<file path="src/rtl/uart_rx.sv">
// UART receive deserializer: 8N1/8E1/8N2/8E2 frames on an OVERSAMPLE x baud clock.
// Optional UART_RX_MAJORITY_VOTE_EN: bit decisions use a 2-of-3 vote around mid-bit.
//
// state        | meaning
// S_IDLE       | line idle, waiting for a falling edge on rx_s
// S_START      | start bit, mid-sample confirms or rejects it
// S_DATA       | data bits 0..7, LSB first
// S_PARITY     | even parity bit
// S_STOP       | first stop bit
// S_EXTRA_STOP | second stop bit
module uart_rx #(
  parameter int OVERSAMPLE = 16
) (
  input  logic       arst_ni,
  input  logic       clk_i,
  input  logic       rx_i,
  input  logic       parity_en_i,
  input  logic       extra_stop_i,
  output logic [7:0] data_o,
  output logic       data_valid_o,
  input  logic       data_ready_i,
  output logic       parity_error_o,
  output logic       frame_error_o,
  output logic       overrun_o,
  output logic       busy_o
);

  localparam int CW = (OVERSAMPLE > 2) ? $clog2(OVERSAMPLE) : 1;
  localparam logic [CW-1:0] MID  = CW'(OVERSAMPLE / 2 - 1);
  localparam logic [CW-1:0] LAST = CW'(OVERSAMPLE - 1);

  typedef enum logic [2:0] {
    S_IDLE,
    S_START,
    S_DATA,
    S_PARITY,
    S_STOP,
    S_EXTRA_STOP
  } state_t;

  state_t        state, state_nxt;
  logic          rx_meta, rx_s, rx_d;
  logic [CW-1:0] cnt;
  logic [2:0]    idx, idx_nxt;
  logic [7:0]    shift, shift_nxt;
  logic          perr, perr_nxt;
  logic          ferr, ferr_nxt;
  logic          par_cfg, stop2_cfg;
  logic          start_det, mid, bit_val, complete;

  always_ff @(posedge clk_i or negedge arst_ni) begin
    if (!arst_ni) begin
      rx_meta <= 1'b1;
      rx_s    <= 1'b1;
      rx_d    <= 1'b1;
    end else begin
      rx_meta <= rx_i;
      rx_s    <= rx_meta;
      rx_d    <= rx_s;
    end
  end

  assign start_det = (state == S_IDLE) && !rx_s && rx_d;
  assign mid       = (state != S_IDLE) && (cnt == MID);

`ifdef UART_RX_MAJORITY_VOTE_EN
  // rx_d is the sample one cycle earlier, rx_meta the one a cycle later.
  assign bit_val = (rx_d & rx_s) | (rx_d & rx_meta) | (rx_s & rx_meta);
`else
  assign bit_val = rx_s;
`endif

  always_ff @(posedge clk_i or negedge arst_ni) begin
    if (!arst_ni) begin
      cnt <= '0;
    end else if (start_det || state == S_IDLE) begin
      cnt <= '0;
    end else begin
      cnt <= (cnt == LAST) ? '0 : cnt + CW'(1);
    end
  end

  always_ff @(posedge clk_i or negedge arst_ni) begin
    if (!arst_ni) begin
      par_cfg   <= 1'b0;
      stop2_cfg <= 1'b0;
    end else if (start_det) begin
      par_cfg   <= parity_en_i;
      stop2_cfg <= extra_stop_i;
    end
  end

  always_comb begin
    state_nxt = state;
    idx_nxt   = idx;
    shift_nxt = shift;
    perr_nxt  = perr;
    ferr_nxt  = ferr;
    complete  = 1'b0;
    case (state)
      S_IDLE: begin
        if (start_det) begin
          state_nxt = S_START;
          perr_nxt  = 1'b0;
          ferr_nxt  = 1'b0;
        end
      end
      S_START: begin
        if (mid) begin
          state_nxt = bit_val ? S_IDLE : S_DATA;
          idx_nxt   = 3'd0;
        end
      end
      S_DATA: begin
        if (mid) begin
          shift_nxt = {bit_val, shift[7:1]};
          idx_nxt   = idx + 3'd1;
          if (idx == 3'd7) state_nxt = par_cfg ? S_PARITY : S_STOP;
        end
      end
      S_PARITY: begin
        if (mid) begin
          perr_nxt  = bit_val ^ (^shift);
          state_nxt = S_STOP;
        end
      end
      S_STOP: begin
        if (mid) begin
          ferr_nxt = ferr | !bit_val;
          if (stop2_cfg) begin
            state_nxt = S_EXTRA_STOP;
          end else begin
            state_nxt = S_IDLE;
            complete  = 1'b1;
          end
        end
      end
      S_EXTRA_STOP: begin
        if (mid) begin
          ferr_nxt  = ferr | !bit_val;
          state_nxt = S_IDLE;
          complete  = 1'b1;
        end
      end
      default: state_nxt = S_IDLE;
    endcase
  end

  always_ff @(posedge clk_i or negedge arst_ni) begin
    if (!arst_ni) begin
      state <= S_IDLE;
      idx   <= 3'd0;
      shift <= 8'h00;
      perr  <= 1'b0;
      ferr  <= 1'b0;
    end else begin
      state <= state_nxt;
      idx   <= idx_nxt;
      shift <= shift_nxt;
      perr  <= perr_nxt;
      ferr  <= ferr_nxt;
    end
  end

  // A completed frame lands only if the holding register is free or being emptied.
  always_ff @(posedge clk_i or negedge arst_ni) begin
    if (!arst_ni) begin
      data_o         <= 8'h00;
      data_valid_o   <= 1'b0;
      parity_error_o <= 1'b0;
      frame_error_o  <= 1'b0;
      overrun_o      <= 1'b0;
    end else begin
      overrun_o <= 1'b0;
      if (data_valid_o && data_ready_i) data_valid_o <= 1'b0;
      if (complete) begin
        if (!data_valid_o || data_ready_i) begin
          data_o         <= shift;
          parity_error_o <= perr_nxt;
          frame_error_o  <= ferr_nxt;
          data_valid_o   <= 1'b1;
        end else begin
          overrun_o <= 1'b1;
        end
      end
    end
  end

  assign busy_o = (state != S_IDLE);

endmodule
</file>
<file path="config.mk">
export PLATFORM = sky130hd
export DESIGN_NAME = uart_rx
export DESIGN_NICKNAME = d
export VERILOG_FILES = /design/src/rtl/uart_rx.sv
export SDC_FILE = /design/constraint.sdc
export NUM_CORES = 1
export LEC_CHECK = 0
export BUFFER_PORTS_ARGS = -buffer_cell sky130_fd_sc_hd__buf_2
export CAP_MARGIN = 20
export CORE_AREA = 2 2 58 60
export CTS_CLUSTER_SIZE = 25
export DETAILED_ROUTE_END_ITERATION = 10
export DIE_AREA = 0 0 60 62
export HOLD_SLACK_MARGIN = 0.03
export PLACE_DENSITY = 0.74
export RECOVER_POWER = 100
export REMOVE_ABC_BUFFERS = 1
export SLEW_MARGIN = 10
export SYNTH_ARGS = -nofsm -noshare
export SYNTH_HDL_FRONTEND = slang
export SYNTH_SLANG_ARGS = --single-unit
</file>
<file path="constraint.sdc">
create_clock -name clk_i -period 2.55 [get_ports clk_i]
set_input_delay 0.1275 -clock clk_i [delete_from_list [all_inputs] [get_ports clk_i]]
set_output_delay 0.1275 -clock clk_i [all_outputs]
set_load 0.02 [all_outputs]
</file>
Yosys cells after proc, flatten, opt, wreduce, memory -nomap -nowiden
Cells that the tools add are included.
- reductions and logical operators: 17
- bitwise gates (word level): 2
- add/subtract/negate cells: 2
- multiplexer cells: 30
- equal/unequal tests: 15
- operators by type and width (cell ; count):
    3-bit two-way mux ; 10
    3-bit case mux with 6 select lines ; 1
    2-bit != test (second input constant) ; 7
    1-bit two-way mux ; 12
    3-bit equality test (second input constant) ; 3
    4-bit two-way mux ; 2
    8-bit parity ; 1
    7-bit AND reduction ; 1
    3-bit by 2-bit equality test with 1-bit output (second input constant) ; 2
    1-bit case mux with 2 select lines ; 3
    3-bit case mux with 2 select lines ; 1
    4-bit by 1-bit adder with 4-bit output (second input constant) ; 1
    4-bit by 3-bit equality test with 1-bit output (second input constant) ; 1
    4-bit equality test (second input constant) ; 1
    1-bit logical AND ; 4
    2-bit AND reduction ; 2
    3-bit by 1-bit adder with 3-bit output (second input constant) ; 1
    3-bit by 1-bit equality test with 1-bit output (second input constant) ; 1
    3-bit logical NOT ; 1
    3-bit AND reduction ; 1
    3-bit nonzero test ; 1
    1-bit logical NOT ; 2
    1-bit logical OR ; 2
    2-bit two-way mux ; 1
    other kinds (4) ; 4
- register bits: 37
- input port bits: 6
- word-level logic and storage cells: 82
- output and inout port bits: 13

Logic depth before layout (Yosys ltp)
- word-level depth: 5
- depth in mapped cells: 6
- gate-level depth less buffers: 6

Worst setup path before layout
OpenSTA, ideal clock, no wires.
- path kind: register to register
- start: reg cnt[0]
- end: reg data_o[0]
- stages on the path, launching flop included: 7
- clock period less this slack: 1784 ps
- library setup time: 125 ps
- path slack: 766 ps
- arrival time: 1660 ps
- data required time: 2425 ps
- path buffers: 1
- path through: dfrtp_1 ha_1 nand3b_1 a2111o_1 nor2b_2 buf_6 mux2_2
- word-level cells in the longest chain between the ends: 5
- elaborated cells between the ends (all ways): 6
- those cells by class: eq/ne (1); mux (3); reduce/logical (2)
- ends and longest elaborated chain (item ; RTL line ; source):
    start: declaration ; 43 ; logic [CW-1:0] cnt;
    start signal: assignment ; 79 ; cnt <= (cnt == LAST) ? '0 : cnt + CW'(1);
    4-bit by 3-bit equality test with 1-bit output (*) ; 64 ; assign mid = (state != S_IDLE) && (cnt == MID);
    1-bit logical AND (*) ; 64 ;
    1-bit two-way mux (on tied branches) ; 139, 128 ;
    1-bit case mux with 2 select lines (*) ; 100 ; case (state)
    2-bit AND reduction (no line) (*) ; -- ;
    end signal: assignment ; 178 ; data_o <= shift;
    end: declaration ; 19 ; output logic [7:0] data_o,
Mark *: on every way between the ends. The rest lies on a longest branch, timed or not.
A chain may end at the register's enable or synchronous reset.

Final worst setup path
- start: reg cnt[0]
- end: reg frame_error_o
- word-level cells in the longest chain between the ends: 5
- elaborated cells between the ends (all ways): 8
- those cells by class: eq/ne (1); mux (5); reduce/logical (2)
- ends and longest elaborated chain (item ; RTL line ; source):
    4-bit by 3-bit equality test with 1-bit output (*) ; 64 ;
    1-bit logical AND (*) ; 64 ;
    1-bit two-way mux (on tied branches) ; 139, 128 ;
    1-bit case mux with 2 select lines ; 100 ;
    2-bit AND reduction (no line) ; -- ;
    end signal: assignment ; 180 ; frame_error_o <= ferr_nxt;
    end: declaration ; 23 ; output logic frame_error_o,
Marked as above.

==> run metrics <==
final antenna diode count=0; largest net degree at the start of global routing=38; Fmax=about 460 MHz; first-pass GRT wire length=approximately 4500 um; area of the multi-input gates=663 um^2; synth top area cells=dfrtp_1 (52%), mux2_2 (13%), dfstp_2 (4.8%); CP Capture Point=frame_error_o; Crit path largest cell delay=approximately 0.44 ns; Seq/Total Area, Yosys=between 50 and 60%; RSZ-0062 raised after global routing=no; DRC viols=0; Pins Over Slew Limit=38; crit share post-route=around 86%; die area=roughly 0.0037 mm^2; leakage dissipation=roughly 0.9 nW; post-synth top area share=between 50% and 60%; GPL Wtd Cong=between 0.9 and 1; worst-margin pin slew=roughly 1.9 ns; Critical Path RT=roughly 2.8 ns; Layout Nets=~160; total wire length=about 2700 um; Syn Inst Count=around 130; Site Rows=21; crit-path max FO=10; reg-to-reg slack, setup=roughly 0.37 ns; H-tree depth=2; TNS Setup=0 ns; share of total power in the clock network=a little under a third; Tot Pwr=1.38 mW; Max Buffers Root-to-Sink=2; commonest non-fill, non-tap cells in the layout=dfrtp_1 (34), mux2_2 (19), clkbuf_1 (15), o21ai_0 (7), nand2_1 (6); Antenna Nets Post-Route=0; Num CTS Buffers=5; Vias=~1100; post-layout min period=approximately 2.2 ns; PD cells=about 740 mW/mm^2; cell count along the critical path=5; vias per std cell=between 5 and 6; Final setup viols=0; Total GRT Usage=between 15 and 20%; Worst Setup Start Kind=register; drt pass-1 iters=4; post_cts resized=0; Layout area overhead=14.5%; failing checks=capacitance limit, slew limit; final clock skew=0.00822 ns; Starting Density=between 50% and 60%; storage element area=930 um^2; crit path max-delay cell type=nor2b_2; I/O pin count=19; GRT overflow=0; Distinct cells, synth=37; initial antenna violation count=0; DRT iter0 DRCs=16; WHS=roughly 0.063 ns; sequential share of power=between 50% and 60%; CTS tree=yes; Hold Fails Final Rpt=0; share of cells above drive strength 1=23.4%; CTS root buf=clkbuf_4; RR Endpoint=frame_error_o; Async SR Flop Fraction=100%; Post-synth EDFFs=0; HP Class=in2reg; Clock Pin Slew Worst Setup and Hold Paths=between 0.1 and 0.15 ns; Core Box Area=around 0.0032 mm^2; slew margin rel.=-26.4%; mapped cell area=between 0.0015 and 0.002 mm^2; Sw Ratio=between 20% and 30%; Worst-Skew Late Latency=around 0.35 ns; critical path arrival=about 2.4 ns; Worst VDD drop=0.437 mV; fill cell count=approximately 250; DIE WIDTH=~60 um; P_int=about 1 mW; Post-DP HPWL=1790 um; Main synth FF type=dfrtp_1; Critical Path, Cell by Cell=ha_1 > nand3b_1 > a2111o_1 > nor2b_2 > mux2_2; buffers plus inverters on the worst setup path=0; vias in the first global route=1002; PortBufs=18; path type of the worst setup path=reg2reg; Core Util, Final=just under 60%; Avg Cell Area, Syn=about 13 um^2; crit end category=register; combinational cell fraction of total power=about 17%; # clock sinks=37; leading cell type in the layout, fill and taps excluded=dfrtp_1; Worst R2R Start=cnt[0]; DR WL/cell=roughly 13 um; register bit count reported by yosys=37; FF-to-FF path depth=5; Crit path max-delay family=simple AND/OR/NAND/NOR gates; Ys Warns=0; largest area contributor in the netlist=dfrtp_1; crit path launch=cnt[0]; chip height=approximately 62 um; status=complete, but fails checks; max cap viols=1; Switch Pwr=0.401 mW
-- synth_stat cells, drive strengths merged (2+ instances only) --
cell,instances
o21a,2
o21ai,7
a21oi,2
mux2i,3
nand3,4
a22oi,2
ha,3
nand2,6
nor3,2
nor2,4
dfrtp,34
mux2,19
inv,6
xor2,2
clkbuf,2
nor2b,3
dfstp,3
xnor2,5
a211oi,2
-- layout make-up --
type	instances	area share, %
Clock buffer	7	2.94
Clock inverter	1	1.61
Inverter	6	1.20
Multi-Input combinational cell	81	35.5
Sequential cell	37	49.7
Tap cell	46	3.08
Timing Repair Buffer	22	6.02
-- registers in the layout, indices dropped and copies added (netlist names), 3 cells and up --
| register | cells |
|---|---|
| data_o | 8 |
| shift | 8 |
| cnt | 4 |
| idx | 3 |
| state | 3 |
-- worst reg2reg max path: stages, from the launching register on --
cell	delay (ns)
dfrtp_1	0.42
ha_1	0.26
nand3b_1	0.13
a2111o_1	0.42
nor2b_2	0.44
mux2_2	0.40
-- routing by layer --
metal  routed length (um)  vias up  global-route usage (%)  share of wire, %
met5                    0        -                       0                 0
met4                   72        0                    10.8               2.7
met3                   80        8                    4.35               3.0
met2                 1250       18                    24.7                47
met1                 1290      514                    22.9                48
li1                     -      511                       -                 -
-- cells by family after synthesis --
logic type / synth area share (%)
XOR/XNOR: 5.13
multiplexers: 14.9
AND/OR/NAND/NOR: 7.73
AO/OA/AOI/OAI: 10.5
adder cells (fa/ha/maj): 2.30
flip-flops: 56.9
buffers and inverters: 2.53
-- per-stage QoR --
stage                     setup slack, ns  instance area [um^2]  instances
final                               0.368                  1870        200
after global routing                0.155                  1870        200
after CTS                           0.343                  1890        200
after detailed placement            0.377                  1760        188
after global placement              0.493                  1760        188
after floorplan                     0.631                  1620        124
-- worst min-delay path by stage --
stage                    to          from  cells after the start  slack (ns)
6_report       data_valid_o  data_ready_i                      3        0.06
5_1_grt           overrun_o  data_ready_i                      3        0.07
3_5_place_dp        rx_meta          rx_i                      1        0.23
2_1_floorplan        cnt[0]       arst_ni                      0       -0.17
4_1_cts        data_valid_o  data_ready_i                      3        0.05
3_3_place_gp        rx_meta          rx_i                      1        0.23
-- power by group through the flow --
stage               Clock [mW]  Combinational [mW]  Sequential [mW]
global placement             0               0.223            0.726
floorplan                    0               0.176            0.709
global route             0.463               0.264            0.732
detailed placement           0               0.230            0.729
CTS                      0.443               0.237            0.719
finish                   0.426               0.233            0.721
-- what timing repair did --
item | CTS | global route
hold buffers | 4 | 0
buffers inserted | 0 | 0
endpoints found under the hold margin | 37 | 0
endpoints found under the setup margin | 0 | 0
No activity file was read; power rests on OpenSTA's default activity.
